## src/rtl/operand_fwd_stage_pkg.sv

```systemverilog
// Shared select encodings and constants for the decode/execute operand stage.
package operand_fwd_stage_pkg;

    typedef enum logic [1:0] {
        ALU_OP_A_SEL_REG  = 2'd0,
        ALU_OP_A_SEL_PC   = 2'd1,
        ALU_OP_A_SEL_IMM  = 2'd2,
        ALU_OP_A_SEL_ZERO = 2'd3
    } alu_op_a_sel_e;

    typedef enum logic [1:0] {
        ALU_OP_B_SEL_REG  = 2'd0,
        ALU_OP_B_SEL_IMM  = 2'd1,
        ALU_OP_B_SEL_FOUR = 2'd2,
        ALU_OP_B_SEL_ZERO = 2'd3
    } alu_op_b_sel_e;

    typedef enum logic [1:0] {
        WB_SEL_ALU     = 2'd0,
        WB_SEL_PCPLUS4 = 2'd1,
        WB_SEL_LOAD    = 2'd2,
        WB_SEL_IMM     = 2'd3
    } wb_sel_e;

    localparam int OPERAND_FOUR = 4;

endpackage

```

## src/rtl/operand_fwd_stage_fwd_mux.sv

```systemverilog
// Per-source bypass selection: unused/x0 read as zero, then EX/MEM, then MEM/WB, then the register file.
module operand_fwd_stage_fwd_mux #(
    parameter int DATA_WIDTH     = 32,
    parameter int REG_ADDR_WIDTH = 5
) (
    input  logic                      rs_valid_i,
    input  logic [REG_ADDR_WIDTH-1:0] rs_i,
    input  logic                      exm_we_i,
    input  logic                      exm_is_load_i,
    input  logic [REG_ADDR_WIDTH-1:0] exm_rd_i,
    input  logic [DATA_WIDTH-1:0]     exm_result_i,
    input  logic                      mwb_we_i,
    input  logic [REG_ADDR_WIDTH-1:0] mwb_rd_i,
    input  logic [DATA_WIDTH-1:0]     mwb_data_i,
    input  logic [DATA_WIDTH-1:0]     rf_data_i,
    output logic [DATA_WIDTH-1:0]     fwd_data_o
);

    always_comb begin
        fwd_data_o = rf_data_i;
        if (!rs_valid_i || rs_i == '0) begin
            fwd_data_o = '0;
        // A load's EX/MEM value is only an address; the hazard logic stalls instead.
        end else if (exm_we_i && !exm_is_load_i && exm_rd_i == rs_i) begin
            fwd_data_o = exm_result_i;
        end else if (mwb_we_i && mwb_rd_i == rs_i) begin
            fwd_data_o = mwb_data_i;
        end
    end

endmodule

```

## src/rtl/operand_fwd_stage.sv

```systemverilog
// Decode/execute operand register with EX/MEM and MEM/WB bypass, load-use bubble insertion and writeback mux.
module operand_fwd_stage
    import operand_fwd_stage_pkg::*;
#(
    parameter int DATA_WIDTH     = 32,
    parameter int ADDR_WIDTH     = 32,
    parameter int REG_ADDR_WIDTH = 5,
    parameter int CNT_WIDTH      = 16
) (
    input  logic                      clk_i,
    input  logic                      rst_i,
    input  logic                      in_valid_i,
    output logic                      in_ready_o,
    input  logic [1:0]                alu_op_a_sel_i,
    input  logic [1:0]                alu_op_b_sel_i,
    input  logic [REG_ADDR_WIDTH-1:0] rs1_i,
    input  logic [REG_ADDR_WIDTH-1:0] rs2_i,
    input  logic                      rs1_valid_i,
    input  logic                      rs2_valid_i,
    input  logic [ADDR_WIDTH-1:0]     imm_i,
    input  logic [ADDR_WIDTH-1:0]     pc_i,
    input  logic [DATA_WIDTH-1:0]     rf_rp_a_i,
    input  logic [DATA_WIDTH-1:0]     rf_rp_b_i,
    input  logic                      exm_we_i,
    input  logic                      exm_is_load_i,
    input  logic [REG_ADDR_WIDTH-1:0] exm_rd_i,
    input  logic [DATA_WIDTH-1:0]     exm_result_i,
    input  logic                      mwb_we_i,
    input  logic [REG_ADDR_WIDTH-1:0] mwb_rd_i,
    input  logic [DATA_WIDTH-1:0]     mwb_data_i,
    input  logic                      flush_i,
    output logic                      out_valid_o,
    input  logic                      out_ready_i,
    output logic [DATA_WIDTH-1:0]     alu_op_a_o,
    output logic [DATA_WIDTH-1:0]     alu_op_b_o,
    input  logic [1:0]                wb_sel_i,
    input  logic [DATA_WIDTH-1:0]     wb_alu_i,
    input  logic [DATA_WIDTH-1:0]     wb_pcplus4_i,
    input  logic [DATA_WIDTH-1:0]     wb_load_i,
    input  logic [DATA_WIDTH-1:0]     wb_imm_i,
    output logic [DATA_WIDTH-1:0]     rf_wd_o,
    output logic [CNT_WIDTH-1:0]      stall_cnt_o
);

    logic                  hz;
    logic                  adv;
    logic [DATA_WIDTH-1:0] fwd_a;
    logic [DATA_WIDTH-1:0] fwd_b;
    logic [DATA_WIDTH-1:0] op_a_next;
    logic [DATA_WIDTH-1:0] op_b_next;

    operand_fwd_stage_fwd_mux #(
        .DATA_WIDTH    (DATA_WIDTH),
        .REG_ADDR_WIDTH(REG_ADDR_WIDTH)
    ) u_fwd_a (
        .rs_valid_i   (rs1_valid_i),
        .rs_i         (rs1_i),
        .exm_we_i     (exm_we_i),
        .exm_is_load_i(exm_is_load_i),
        .exm_rd_i     (exm_rd_i),
        .exm_result_i (exm_result_i),
        .mwb_we_i     (mwb_we_i),
        .mwb_rd_i     (mwb_rd_i),
        .mwb_data_i   (mwb_data_i),
        .rf_data_i    (rf_rp_a_i),
        .fwd_data_o   (fwd_a)
    );

    operand_fwd_stage_fwd_mux #(
        .DATA_WIDTH    (DATA_WIDTH),
        .REG_ADDR_WIDTH(REG_ADDR_WIDTH)
    ) u_fwd_b (
        .rs_valid_i   (rs2_valid_i),
        .rs_i         (rs2_i),
        .exm_we_i     (exm_we_i),
        .exm_is_load_i(exm_is_load_i),
        .exm_rd_i     (exm_rd_i),
        .exm_result_i (exm_result_i),
        .mwb_we_i     (mwb_we_i),
        .mwb_rd_i     (mwb_rd_i),
        .mwb_data_i   (mwb_data_i),
        .rf_data_i    (rf_rp_b_i),
        .fwd_data_o   (fwd_b)
    );

    // Load-use hazard is gated only by source-used flags, not by the operand selects.
    assign hz = in_valid_i && exm_we_i && exm_is_load_i && (exm_rd_i != '0) &&
                ((rs1_valid_i && rs1_i == exm_rd_i) || (rs2_valid_i && rs2_i == exm_rd_i));

    // Handshake: a transfer happens on a cycle where valid and ready are both high; the
    // output register advances when empty or drained, and ready never depends on flush.
    assign adv        = !out_valid_o || out_ready_i;
    assign in_ready_o = adv && !hz;

    always_comb begin
        op_a_next = '0;
        case (alu_op_a_sel_e'(alu_op_a_sel_i))
            ALU_OP_A_SEL_REG:  op_a_next = fwd_a;
            ALU_OP_A_SEL_PC:   op_a_next = DATA_WIDTH'(pc_i);
            ALU_OP_A_SEL_IMM:  op_a_next = DATA_WIDTH'(imm_i);
            ALU_OP_A_SEL_ZERO: op_a_next = '0;
        endcase
    end

    always_comb begin
        op_b_next = '0;
        case (alu_op_b_sel_e'(alu_op_b_sel_i))
            ALU_OP_B_SEL_REG:  op_b_next = fwd_b;
            ALU_OP_B_SEL_IMM:  op_b_next = DATA_WIDTH'(imm_i);
            ALU_OP_B_SEL_FOUR: op_b_next = DATA_WIDTH'(OPERAND_FOUR);
            ALU_OP_B_SEL_ZERO: op_b_next = '0;
        endcase
    end

    always_ff @(posedge clk_i or posedge rst_i) begin
        if (rst_i) begin
            out_valid_o <= 1'b0;
            alu_op_a_o  <= '0;
            alu_op_b_o  <= '0;
        end else if (flush_i) begin
            out_valid_o <= 1'b0;
        end else if (adv) begin
            out_valid_o <= in_valid_i && !hz;
            if (in_valid_i && !hz) begin
                alu_op_a_o <= op_a_next;
                alu_op_b_o <= op_b_next;
            end
        end
    end

    always_ff @(posedge clk_i or posedge rst_i) begin
        if (rst_i) begin
            stall_cnt_o <= '0;
        end else if (adv && hz && !flush_i && stall_cnt_o != '1) begin
            stall_cnt_o <= stall_cnt_o + 1'b1;
        end
    end

    always_comb begin
        rf_wd_o = wb_alu_i;
        case (wb_sel_e'(wb_sel_i))
            WB_SEL_ALU:     rf_wd_o = wb_alu_i;
            WB_SEL_PCPLUS4: rf_wd_o = wb_pcplus4_i;
            WB_SEL_LOAD:    rf_wd_o = wb_load_i;
            WB_SEL_IMM:     rf_wd_o = wb_imm_i;
        endcase
    end

endmodule

```

## config.mk

```make
export PLATFORM = sky130hd
export DESIGN_NAME = operand_fwd_stage
export DESIGN_NICKNAME = d
export VERILOG_FILES = /design/src/rtl/operand_fwd_stage_pkg.sv /design/src/rtl/operand_fwd_stage_fwd_mux.sv /design/src/rtl/operand_fwd_stage.sv
export SDC_FILE = /design/constraint.sdc
export NUM_CORES = 1
export LEC_CHECK = 0
export CAP_MARGIN = 10
export CORE_AREA = 2 2 181 183
export DETAILED_ROUTE_END_ITERATION = 12
export DIE_AREA = 0 0 183 185
export GPL_ROUTABILITY_DRIVEN = 0
export PLACE_DENSITY = 0.57
export SLEW_MARGIN = 40
export SYNTH_ARGS = -nofsm -noshare
export SYNTH_HDL_FRONTEND = slang
export SYNTH_SLANG_ARGS = --single-unit
```

## constraint.sdc

```tcl
create_clock -name clk_i -period 2.55 [get_ports clk_i]
set_clock_uncertainty 0.05 [all_clocks]
set_input_delay 0.255 -clock clk_i [delete_from_list [all_inputs] [get_ports clk_i]]
set_output_delay 0.255 -clock clk_i [all_outputs]
set_load 0.05 [all_outputs]
```

After elaboration in Yosys (flattened, before gate mapping)
Index checks and enable logic that the tools add are counted.
Widths: inputs -> output; s select.
{"block": "op_classes", "add_sub_neg": 1, "n_mul": 0, "n_div": 0, "magnitude_cmp": 0, "n_eq_ne": 16, "shift": 0, "n_mux": 11, "n_bitwise": 1, "reduce_logical": 34}
{"cell": "$pmux 32 s4", "count": 3}
{"cell": "$mux 32", "count": 6}
{"cell": "$eq 5x5->1", "count": 6}
{"cell": "$add 16x1->16 const B", "count": 1}
{"cell": "$logic_and 1x1->1", "count": 16}
{"cell": "$ne 16x16->1 const B", "count": 1}
{"cell": "$eq 2x2->1 const B", "count": 6}
{"cell": "$logic_not 5->1", "count": 2}
{"cell": "$eq 2x1->1 const B", "count": 3}
{"cell": "$logic_not 1->1", "count": 6}
{"cell": "$logic_not 2->1", "count": 3}
{"cell": "$reduce_bool 5->1", "count": 1}
{"cell": "$logic_or 1x1->1", "count": 4}
{"cell": "$reduce_and 3->1", "count": 1}
{"cell": "$mux 1", "count": 2}
{"cell": "$reduce_bool 2->1", "count": 1}
{"cell": "$not 1->1", "count": 1}
{"block": "totals", "ff_bits": 81, "latchBits": 0, "ramBits": 0, "rom_bits": 0, "out_inout_bits": 114, "n_memories": 0}

Longest topological paths before layout
Gate-level depths: netlist of run 1.
{"block": "logic_depth", "ltp_word": 8, "mapped_depth": 8, "mapped_depth_nobuf": 6}

Cells and area by module
A second synthesis of run 1 with hierarchy kept.
{"block": "unflattened", "hier_cells": 784, "hier_area_um2": 7897.6}
{"mod": "operand_fwd_stage", "n_inst": 1, "cells_each": 436, "area_per_inst_um2": 5292.6}
{"mod": "operand_fwd_stage_fwd_mux", "n_inst": 2, "cells_each": 174, "area_per_inst_um2": 1302.5}

Worst setup path before layout of run 1
Ideal clock, no wire load.
{"block": "synth_path", "kind": "flip-flop to flip-flop", "start": "reg stall_cnt_o[5]", "end": "reg stall_cnt_o[5]", "setup_ns": 0.147, "arrival_ns": 2.119, "required_time_ns": 2.353, "setup_slack_ns": 0.234, "stages_incl_launch_ff": 8, "period_less_slack_ns": 2.316, "cell_sequence": "dfrtp_1 -> nand4_1 -> nor3_2 -> nand3_1 -> o2111ai_2 -> buf_4 -> nor2_1 -> xor2_1"}
{"block": "synth_via", "elab_chain_cells": 2, "elab_cells_between_ends": 3, "cone_classes": "add/sub: 1; eq/ne: 1; reduce/logical: 1"}
{"element": "from (decl)", "line_no": "operand_fwd_stage.sv:42", "text": "output logic [CNT_WIDTH-1:0] stall_cnt_o"}
{"element": "from (signal assigned)", "line_no": "operand_fwd_stage.sv:135", "text": "stall_cnt_o <= stall_cnt_o + 1'b1;"}
{"element": "branches (longest 2 deep; another with $add 16x1->16)"}
Several ways; the timed one is not identified.
A chain may end at the register's enable or synchronous reset.

Worst setup path after layout of run 1
{"block": "layout_path", "start": "reg stall_cnt_o[5]", "end": "reg stall_cnt_o[1]"}
{"block": "layout_via", "elab_chain_cells": 2}
{"element": "$ne 16x16->1", "line_no": "operand_fwd_stage.sv:134", "text": "end else if (adv && hz && !flush_i && stall_cnt_o != '1) begin"}
{"element": "$logic_and 1x1->1", "line_no": "operand_fwd_stage.sv:134"}
No other way between the ends.

==> results of run 1 <==
## cell type report
type / count / area share (%)
multi-input combinational: 555 / 32.1
clock inverter: 7 / 0.828
tap: 408 / 4.17
inverter: 7 / 0.235
clock buffer: 9 / 1.84
timing repair buffer: 504 / 44.3
sequential: 81 / 16.6
## power by group through the flow
stage | Combinational [mW] | Clock (mW) | Sequential [mW]
CTS | 2.78 | 1.56 | 1.56
global route | 2.88 | 1.61 | 1.58
global placement | 2.76 | 0 | 1.58
detailed placement | 2.77 | 0 | 1.59
finish | 2.76 | 1.51 | 1.56
floorplan | 0.728 | 0 | 2.18
## synthesized netlist by cell type
| library cell | instances | area (sq um) |
|---|---|---|
| nand2b_1 | 1 | 6.26 |
| and2_1 | 1 | 6.26 |
| a31oi_1 | 32 | 200 |
| a21oi_1 | 38 | 190 |
| dfrtp_1 | 81 | 2030 |
| o2111ai_2 | 1 | 15.0 |
| xor2_1 | 30 | 263 |
| mux4_2 | 32 | 721 |
| nor4b_1 | 2 | 17.5 |
| inv_1 | 7 | 26.3 |
| o21ai_0 | 65 | 325 |
| xnor2_1 | 2 | 17.5 |
| nor3_2 | 1 | 10.0 |
| nor3b_1 | 1 | 7.51 |
| nand3_1 | 9 | 45.0 |
| o22a_2 | 23 | 230 |
| nor3_1 | 7 | 35.0 |
| nor4_1 | 3 | 18.8 |
| nand4b_1 | 1 | 8.76 |
| buf_8 | 3 | 45.0 |
| clkbuf_1 | 38 | 143 |
| a32o_1 | 1 | 10.0 |
| buf_4 | 1 | 7.51 |
| ha_1 | 1 | 12.5 |
| nor3_4 | 1 | 16.3 |
| nand4_1 | 2 | 12.5 |
| a22oi_1 | 32 | 240 |
| buf_2 | 16 | 80.1 |
| nand2_1 | 168 | 631 |
| mux2_2 | 1 | 11.3 |
| o22a_1 | 41 | 359 |
| and3_1 | 2 | 12.5 |
| mux2i_1 | 32 | 320 |
| o221ai_1 | 1 | 8.76 |
| nor2_1 | 16 | 60.1 |
| a2111o_1 | 1 | 11.3 |
| buf_1 | 5 | 18.8 |
| nor2b_1 | 6 | 37.5 |
| or4_1 | 1 | 7.51 |
## cell families (layout without fill, tap and decap cells)
kind of cell,Yosys count,count (layout),synth area share [%]
AOI/OAI and AO/OA,235,235,25.6
and+or+nand+nor,222,222,15.0
DFF,81,81,32.6
buffers and inverters,70,527,5.15
muxes,65,65,16.9
xor gates and xnor gates,32,32,4.51
adders and majority gates,1,1,0.201
## worst min-delay path by stage
stage / endpoint / slack, ns
finish: alu_op_a_o[7]$_DFFE_PP0P_ / 0.27
detailed placement: stall_cnt_o[15]$_DFFE_PP0P_ / 0.44
floorplan: out_valid_o$_DFFE_PP0P_ / 0.27
global placement: stall_cnt_o[8]$_DFFE_PP0P_ / 0.43
CTS: alu_op_a_o[7]$_DFFE_PP0P_ / 0.28
global route: alu_op_a_o[7]$_DFFE_PP0P_ / 0.31
## layer usage
layer / wire (um) / GRT usage, % / up-vias / part of all wire (%)
met2: 15900 / 29.8 / 339 / 47
li1: - / - / 3517 / -
met5: 28 / 0 / - / 0.083
met3: 2510 / 4.92 / 37 / 7.4
met4: 537 / 3.90 / 4 / 1.6
met1: 14800 / 25.9 / 3727 / 44
## stage by stage
step	hold WS [ns]	instance area, sq um	utilization [%]	std cells
CTS	0.278	12200	38.2	1571
global placement	0.435	11900	37.2	1555
global route	0.312	12200	38.2	1571
floorplan	0.271	6210	-	706
detailed placement	0.444	11900	37.2	1555
finish	0.269	12200	38.2	1571
## worst register-to-register path, delay by kind of cell (launching register included)
family / cells / cell delay [ns]
simple gates: 3 / 0.69
mux: 1 / 0.33
flops: 1 / 0.46
buf+inv: 1 / 0.23
compound gates: 1 / 0.34
## flip-flops by register name (all words and copies together), names as in the netlist
signal,flops
alu_op_b_o,32
stall_cnt_o,16
out_valid_o,1
alu_op_a_o,32
==> impl_metrics.json, run 1 <==
{
  "core-area_sq_um": 32000,
  "fillers": 3230,
  "ys_ff_latch": 81,
  "grt_pass1_vias": 7578,
  "post-route-drc-count": 0,
  "crit_chain": "nand4_1 > nor3_2 > nand3_1 > o2111ai_2 > buf_4 > mux2_2",
  "synth_cells": 706,
  "cts_made_buffers": 9,
  "clk_pin_slew_ns": 0.08,
  "yosysUniqueCellTypes": 39,
  "max_cap_violations": 0,
  "cp_num_buf_inv": 1,
  "endpoint_kind": "register",
  "outcome": "complete, no violations",
  "die_x_um": 183,
  "firstDrtPassIters": 5,
  "cp-start-kind": "register",
  "path_delay_family": "simple AND/OR/NAND/NOR gates",
  "p_comb_share_pct": 47.4,
  "mostFrequentLayoutCell": "clkdlybuf4s50_1",
  "rsz0062_at_grt": "false",
  "grt_pass1_wl_um": 48000,
  "fin_tns_setup_ns": 0,
  "fmax_mhz": 452,
  "syn_area_sq_um": 6210,
  "grt_use_total_pct": 18.8,
  "r2r-start": "stall_cnt_o[5]$_DFFE_PP0P_",
  "dp.final_hpwl_um": 26500,
  "cts.sinks": 81,
  "crit_fanout": 8,
  "port_buffers": 469,
  "clock_path_buffers": 2,
  "die_area_sq_um": 33900,
  "dp_slack_ns": 0.00407,
  "grt_overflow_total": 0,
  "worstPathRequired_ns": 2.74,
  "ant_nets": 0,
  "slew_headroom_pct": 56.7,
  "final_cell_mix": "clkdlybuf4s50_1 (435), nand2_1 (167), dfrtp_1 (81), o21ai_0 (65), buf_12 (44)",
  "postSynthAreaPerCell_sq_um": 8.80,
  "routed_wl_um": 33700,
  "netSwitchingFraction_pct": 37.6,
  "vdd_drop_max_v": 0.000305,
  "critPathLaunch": "stall_cnt_o[5]$_DFFE_PP0P_",
  "yosysSeqAreaShare_pct": 32.6,
  "p_leak_nw": 4.62,
  "drv_slew": 0,
  "cts-resized-gates": 0,
  "fin_ws_ns": 0.338,
  "cts_tree": "built",
  "rows": 66,
  "min_period_ns": 2.21,
  "viasPerCell": 4.85,
  "rr_worst_depth": 6,
  "syn_nets": 1063,
  "critPathArrivalTime_ns": 2.40,
  "rrSetupSlack_ns": 0.34,
  "crit_cells": 6,
  "dr.first_iter.drc_count": 431,
  "area_growth_pct": 97.0,
  "clockPowerShare_pct": 25.9,
  "p_total_mw": 5.83,
  "clock_latency_ns": 0.35,
  "num-nets-final": 1515,
  "dr_total_vias": 7624,
  "regToRegEndpoint": "stall_cnt_o[1]$_DFFE_PP0P_",
  "ys_warn_count": 0,
  "die_y_um": 185,
  "htreeDepth": 3,
  "multi_input_area_sq_um": 3930,
  "initial_core_util_pct": 19.4,
  "hold_violations": 0,
  "cts_root_buf": "clkbuf_16",
  "ff_latch_area_sq_um": 2030,
  "critPathKind": "reg -> reg",
  "pin_count": 470,
  "min_period_over_period_pct": 86.8,
  "crit_path_max_incr_delay_ns": 0.46,
  "hp-class": "in -> async",
  "worstMarginPinSlew_ns": 0.647,
  "critPathSlowestCell": "dfrtp_1",
  "seq_power_share_pct": 26.8,
  "cts_setup_buffers": 0,
  "p_int_mw": 3.64,
  "worstSetupEndpoint": "stall_cnt_o[1]$_DFFE_PP0P_",
  "layout-drive-gt1-share_pct": 13.2,
  "grt_max_degree": 51,
  "setup_viol": 0,
  "powerDensity_nw_per_um2": 476,
  "switching_power_mw": 2.20,
  "diodes": 0,
  "wl_per_cell_um": 21.5,
  "hold_buffers": 0,
  "antenna_found_initial": 2
}
Power figures use the tool's default switching activity.
==> run 2: changes to the inputs <==
--- a/config.mk
+++ b/config.mk
@@ -6,11 +6,12 @@
 export NUM_CORES = 1
 export LEC_CHECK = 0
 export CAP_MARGIN = 10
-export CORE_AREA = 2 2 181 183
+export CORE_AREA = 2 2 183 185
 export DETAILED_ROUTE_END_ITERATION = 12
-export DIE_AREA = 0 0 183 185
+export DIE_AREA = 0 0 185 187
 export GPL_ROUTABILITY_DRIVEN = 0
-export PLACE_DENSITY = 0.57
+export PLACE_DENSITY = 0.56
+export RECOVER_POWER = 50
 export SLEW_MARGIN = 40
 export SYNTH_ARGS = -nofsm -noshare
 export SYNTH_HDL_FRONTEND = slang
==> run 2 against run 1 <==
  * The flow now finishes with violations (max-capacitance violations, max-slew violations)
  * Die area increased by 2.2%
  * Clock power decreased by 7%
  * Via count decreased by 0.60%
  * Fmax decreased by 5.2%
  * Worst hold slack improved by 0.16 ns
  * Highest routed layer is now met4
==> impl_metrics.json, run 2 (synthesis results as in run 1) <==
{
  "hold_buffers": 0,
  "hp-class": "in -> reg",
  "cts_tree": "built",
  "fin_tns_setup_ns": 0,
  "multi_input_area_sq_um": 3930,
  "endpoint_kind": "output port",
  "reg_top3": "alu_op_a_o: 32 flops, alu_op_b_o: 32 flops, stall_cnt_o: 16 flops",
  "clockPowerShare_pct": 25.1,
  "max_cap_violations": 1,
  "core-area_sq_um": 32900,
  "vdd_drop_max_v": 0.000238,
  "switching_power_mw": 2.14,
  "die_x_um": 185,
  "clock_latency_ns": 0.35,
  "fmax_mhz": 429,
  "fin_util_pct": 36.6,
  "die_area_sq_um": 34600,
  "dr_total_vias": 7578,
  "cts-resized-gates": 0,
  "final_cell_mix": "clkdlybuf4s50_1 (397), nand2_1 (167), dfrtp_1 (81), o21ai_0 (65), o22a_1 (41)",
  "critPathArrivalTime_ns": 2.03,
  "rsz0062_at_grt": "false",
  "crit_fanout": 32,
  "wl_per_cell_um": 20.2,
  "viasPerCell": 4.70,
  "p_int_mw": 3.44,
  "routed_wl_um": 32600,
  "antenna_found_initial": 1,
  "area_growth_pct": 93.6,
  "crit_chain": "clkdlybuf4s50_1 > clkbuf_2 > mux4_2 > clkbuf_2",
  "grt_max_degree": 65,
  "fin_ws_ns": 0.216,
  "crit_path_max_incr_delay_ns": 0.65,
  "critPathSlowestCell": "clkbuf_2",
  "p_leak_nw": 4.53,
  "netSwitchingFraction_pct": 38.3,
  "drv_slew": 31,
  "min_period_ns": 2.33,
  "seq_power_share_pct": 28.0,
  "fillers": 3328,
  "dpl.cell_count": 1597,
  "mostFrequentLayoutCell": "clkdlybuf4s50_1",
  "cp-start-kind": "input port",
  "pin_count": 470,
  "port_buffers": 469,
  "worstPathRequired_ns": 2.25,
  "rows": 67,
  "cts_root_buf": "clkbuf_16",
  "firstDrtPassIters": 5,
  "grt_pass1_vias": 8103,
  "clk_pin_slew_ns": 0.07,
  "cts.sinks": 81,
  "powerDensity_nw_per_um2": 463,
  "cp_common_cell": "clkbuf_2",
  "grt_use_total_pct": 18.6,
  "dr.first_iter.drc_count": 357,
  "min_period_over_period_pct": 91.5,
  "cp_num_buf_inv": 3,
  "cts_made_buffers": 9,
  "clock_path_buffers": 2,
  "ff_latch_area_sq_um": 2030,
  "critPathKind": "in -> out",
  "post-route-drc-count": 0,
  "num-nets-final": 1517,
  "ant_nets": 0,
  "setup_viol": 0,
  "htreeDepth": 3,
  "hold_violations": 0,
  "initial_core_util_pct": 18.9,
  "grt_pass1_wl_um": 48700,
  "p_comb_share_pct": 46.9,
  "violations": "max-capacitance violations, max-slew violations",
  "grt_overflow_total": 0,
  "path_delay_family": "buffers and inverters",
  "die_y_um": 187,
  "dp.final_hpwl_um": 26100,
  "slew_headroom_pct": -13.6,
  "dp_slack_ns": 0.0308,
  "worstMarginPinSlew_ns": 1.70,
  "cts_setup_buffers": 0,
  "layout-drive-gt1-share_pct": 13.3,
  "final_cells": 1614,
  "outcome": "finished, violations left"
}
[run 2: changes by cell type in the layout (fill, tap and decap cells not counted), moves of 3 or more]
| cell | change |
|---|---|
| clkbuf_4 | +3 |
| buf_12 | -18 |
| dlygate4sd3_1 | +38 |
| clkbuf_2 | +5 |
| clkdlybuf4s50_1 | -38 |
| buf_2 | +13 |
| buf_4 | -3 |
[run 2: final timing paths]
path / startpoint / endpoint / slack (ns) / cells after the start
worst max-delay path: wb_sel_i[1] / rf_wd_o[26] / 0.22 / 4
worst min-delay path: flush_i / out_valid_o$_DFFE_PP0P_ / 0.43 / 2
worst max register to register: stall_cnt_o[5]$_DFFE_PP0P_ / stall_cnt_o[1]$_DFFE_PP0P_ / 0.41 / 6
worst min register to register: stall_cnt_o[4]$_DFFE_PP0P_ / stall_cnt_o[4]$_DFFE_PP0P_ / 0.45 / 1
max in group asynchronous: rst_i / alu_op_b_o[12]$_DFFE_PP0P_ / 0.58 / 3
min in group asynchronous: rst_i / stall_cnt_o[0]$_DFFE_PP0P_ / 0.72 / 2
[run 2: per-layer routing]
metal  GRT usage (%)  part of all wire (%)
met5               0                     0
met4            4.98                   2.2
met3            4.26                   7.6
met2            32.5                    49
met1            22.8                    41
[run 2: worst register-to-register path, cell delays in order (launching register included)]
cell and delay, ns:
dfrtp_1 0.44, nand4_1 0.25, nor3_2 0.32, nand3_1 0.17, o2111ai_2 0.21, buf_4 0.25, mux2_2 0.36
[run 2: layout make-up]
| cell class | instances | share of cell area (%) |
|---|---|---|
| Clock buffer | 11 | 2.02 |
| Inverter | 7 | 0.229 |
| Tap cell | 448 | 4.66 |
| Timing Repair Buffer | 506 | 43.1 |
| Multi-Input combinational cell | 555 | 32.6 |
| Sequential cell | 81 | 16.8 |
| Antenna cell | 1 | 0.0208 |
| Clock inverter | 5 | 0.520 |
[run 2: stage by stage]
step                power, mW  hold slack (ns)  cell area, sq um
finish                   5.57            0.432             12000
CTS                      5.83            0.245             12300
detailed placement       4.36            0.438             12000
floorplan                2.91            0.271              6210
global placement         4.35            0.431             12000
global route             5.85            0.451             12000
[run 2: power by group through the flow]
stage | Combinational, mW | Clock [mW] | Sequential, mW
floorplan | 0.728 | 0 | 2.18
global placement | 2.77 | 0 | 1.58
detailed placement | 2.78 | 0 | 1.59
CTS | 2.78 | 1.48 | 1.57
global route | 2.74 | 1.52 | 1.58
finish | 2.61 | 1.40 | 1.56
==> variant: new RTL, config.mk and constraints of run 2 <==
`DATA_WIDTH` is set to 32 in 2 places; all go to 16.
--- a/src/rtl/operand_fwd_stage_fwd_mux.sv
+++ b/src/rtl/operand_fwd_stage_fwd_mux.sv
@@ -1,6 +1,6 @@
 // Per-source bypass selection: unused/x0 read as zero, then EX/MEM, then MEM/WB, then the register file.
 module operand_fwd_stage_fwd_mux #(
-    parameter int DATA_WIDTH     = 32,
+    parameter int DATA_WIDTH     = 16,
     parameter int REG_ADDR_WIDTH = 5
 ) (
     input  logic                      rs_valid_i,
--- a/src/rtl/operand_fwd_stage.sv
+++ b/src/rtl/operand_fwd_stage.sv
@@ -2,7 +2,7 @@
 module operand_fwd_stage
     import operand_fwd_stage_pkg::*;
 #(
-    parameter int DATA_WIDTH     = 32,
+    parameter int DATA_WIDTH     = 16,
     parameter int ADDR_WIDTH     = 32,
     parameter int REG_ADDR_WIDTH = 5,
     parameter int CNT_WIDTH      = 16
Ports: changed (11 resized); port bits go from 470 to 294. The function was not compared with the original's and may differ.
==> variant against run 2 <==
First-iteration DRC count is 69% lower; critical path depth is 3 higher; wire length is 40% lower; synthesized area is 41% lower; total power is 44% lower; critical path type unchanged; design area is 40% lower; sequential cell count is 32 lower; setup slack worse by 17 ps.
==> variant: results <==
place:
  dp.cells: 1099
  place_ws_ps: -39.8
  port_buffers: 261
final_layout:
  layout-drive-gt1-share: 0.115
  reg_top3: "alu_op_a_o x16, alu_op_b_o x16, stall_cnt_o x16"
  final_nets: 887
  insertedDiodeCount: 0
  fillCellCount: 3637
pwr:
  p_leak_nw: 2.74
  vdd_drop_max_mv: 0.243
clock_tree:
  clkLatencyLatePin_ps: 300
  cts-buffers-inserted: 5
  cts-root-buf: "clkbuf_16"
  post-cts-setup-buffers: 0
  h-tree-depth: 2
setup_path:
  critical_path_arrival_ps: 2050
  r2r-end: "stall_cnt_o[1]"
  r2r_start: "stall_cnt_o[0]"
  path_max_fanout: 4
  cpLargestDelayFamily: "buffers and inverters"
  cpMaxStageDelayCell: "clkdlybuf4s50_1"
  slowest_delay_ps: 490
  rrSetupSlack_ps: 520
synth:
  seq_area_frac_synth: 0.334
  synth.net_count: 620
  avgSynthCellArea_um2: 9.40
  synth_common_cells: "nand2_1 (54), dfrtp_1 (49), a21oi_1 (36)"
  ys_types: 37
  synth.area.top_cells: "dfrtp_1 (33%), mux4_2 (9.8%), mux2i_1 (8.7%)"
global_routing:
  gr-usage-all-layers: 0.110
  grt_pass1_vias: 4479
  grt_pass1_wl_mm: 28.0
  grt_antenna_before_repair: 2
  grt_max_degree: 41
outcome:
  status: "completed"
sta:
  max-slew-margin-rel: 0.348
routing:
  viasPerCell: 3.80
  routedWlPerCell_um: 17.7
  drt-total-wl_mm: 19.6
  drt_iter0_markers: 109
min_path:
  whs_endpoint: "stall_cnt_o[11]"
  hold-path-cell-count: 1
  min_path_type: "flop to flop"
  hp-start: "stall_cnt_o[11]"
die:
  start_util: 0.112
==> variant: worst max path at each step <==
stage | slack [ps] | end | from | depth (start not counted)
detailed placement | -40 | alu_op_b_o[7] | rs2_i[4] | 9
global placement | -160 | alu_op_b_o[5] | alu_op_b_sel_i[0] | 6
finish | 200 | in_ready_o | rs1_i[3] | 7
global route | 90 | in_ready_o | rs2_i[1] | 8
CTS | 120 | in_ready_o | rs1_i[3] | 7
floorplan | 390 | stall_cnt_o[11] | stall_cnt_o[3] | 6
==> variant: logic make-up after synthesis <==
logic type	after synthesis	synth area share
buffers and inverters	32	0.0385
adders and majority gates	1	0.00340
and+or+nand+nor	106	0.144
xor gates and xnor gates	32	0.0763
AOI/OAI and AO/OA	122	0.216
muxes	49	0.188
DFF	49	0.334
==> variant: metrics by stage <==
stage / hold WS (ps) / total power [mW] / area [um^2] / setup TNS (ps)
after floorplan: 271 / 1.63 / 3670 / 0
after global placement: 442 / 2.34 / 6980 / -1450
after detailed placement: 439 / 2.34 / 7000 / -59.6
after CTS: 261 / 3.22 / 7170 / 0
after global routing: 473 / 3.30 / 7170 / 0
final: 444 / 3.12 / 7170 / 0
==> variant: where the power goes <==
group	internal (mW)	switching (mW)	total (mW)
clock network	0.492	0.349	0.840
logic	0.608	0.754	1.36
registers	0.864	0.0524	0.916
total	1.96	1.15	3.12
==> variant: layout make-up <==
type / instances / share of cell area
timing repair buffer: 288 / 0.396
multi-input combinational: 310 / 0.328
sequential: 49 / 0.171
tap: 448 / 0.0782
clock buffer: 6 / 0.0194
clock inverter: 2 / 0.00524
inverter: 4 / 0.00209
==> variant: routing by layer <==
layer  GRT usage  wire (um)
met1       0.124       7800
met2       0.198       9630
met3      0.0409       1950
met4      0.0183        216
met5           0         23
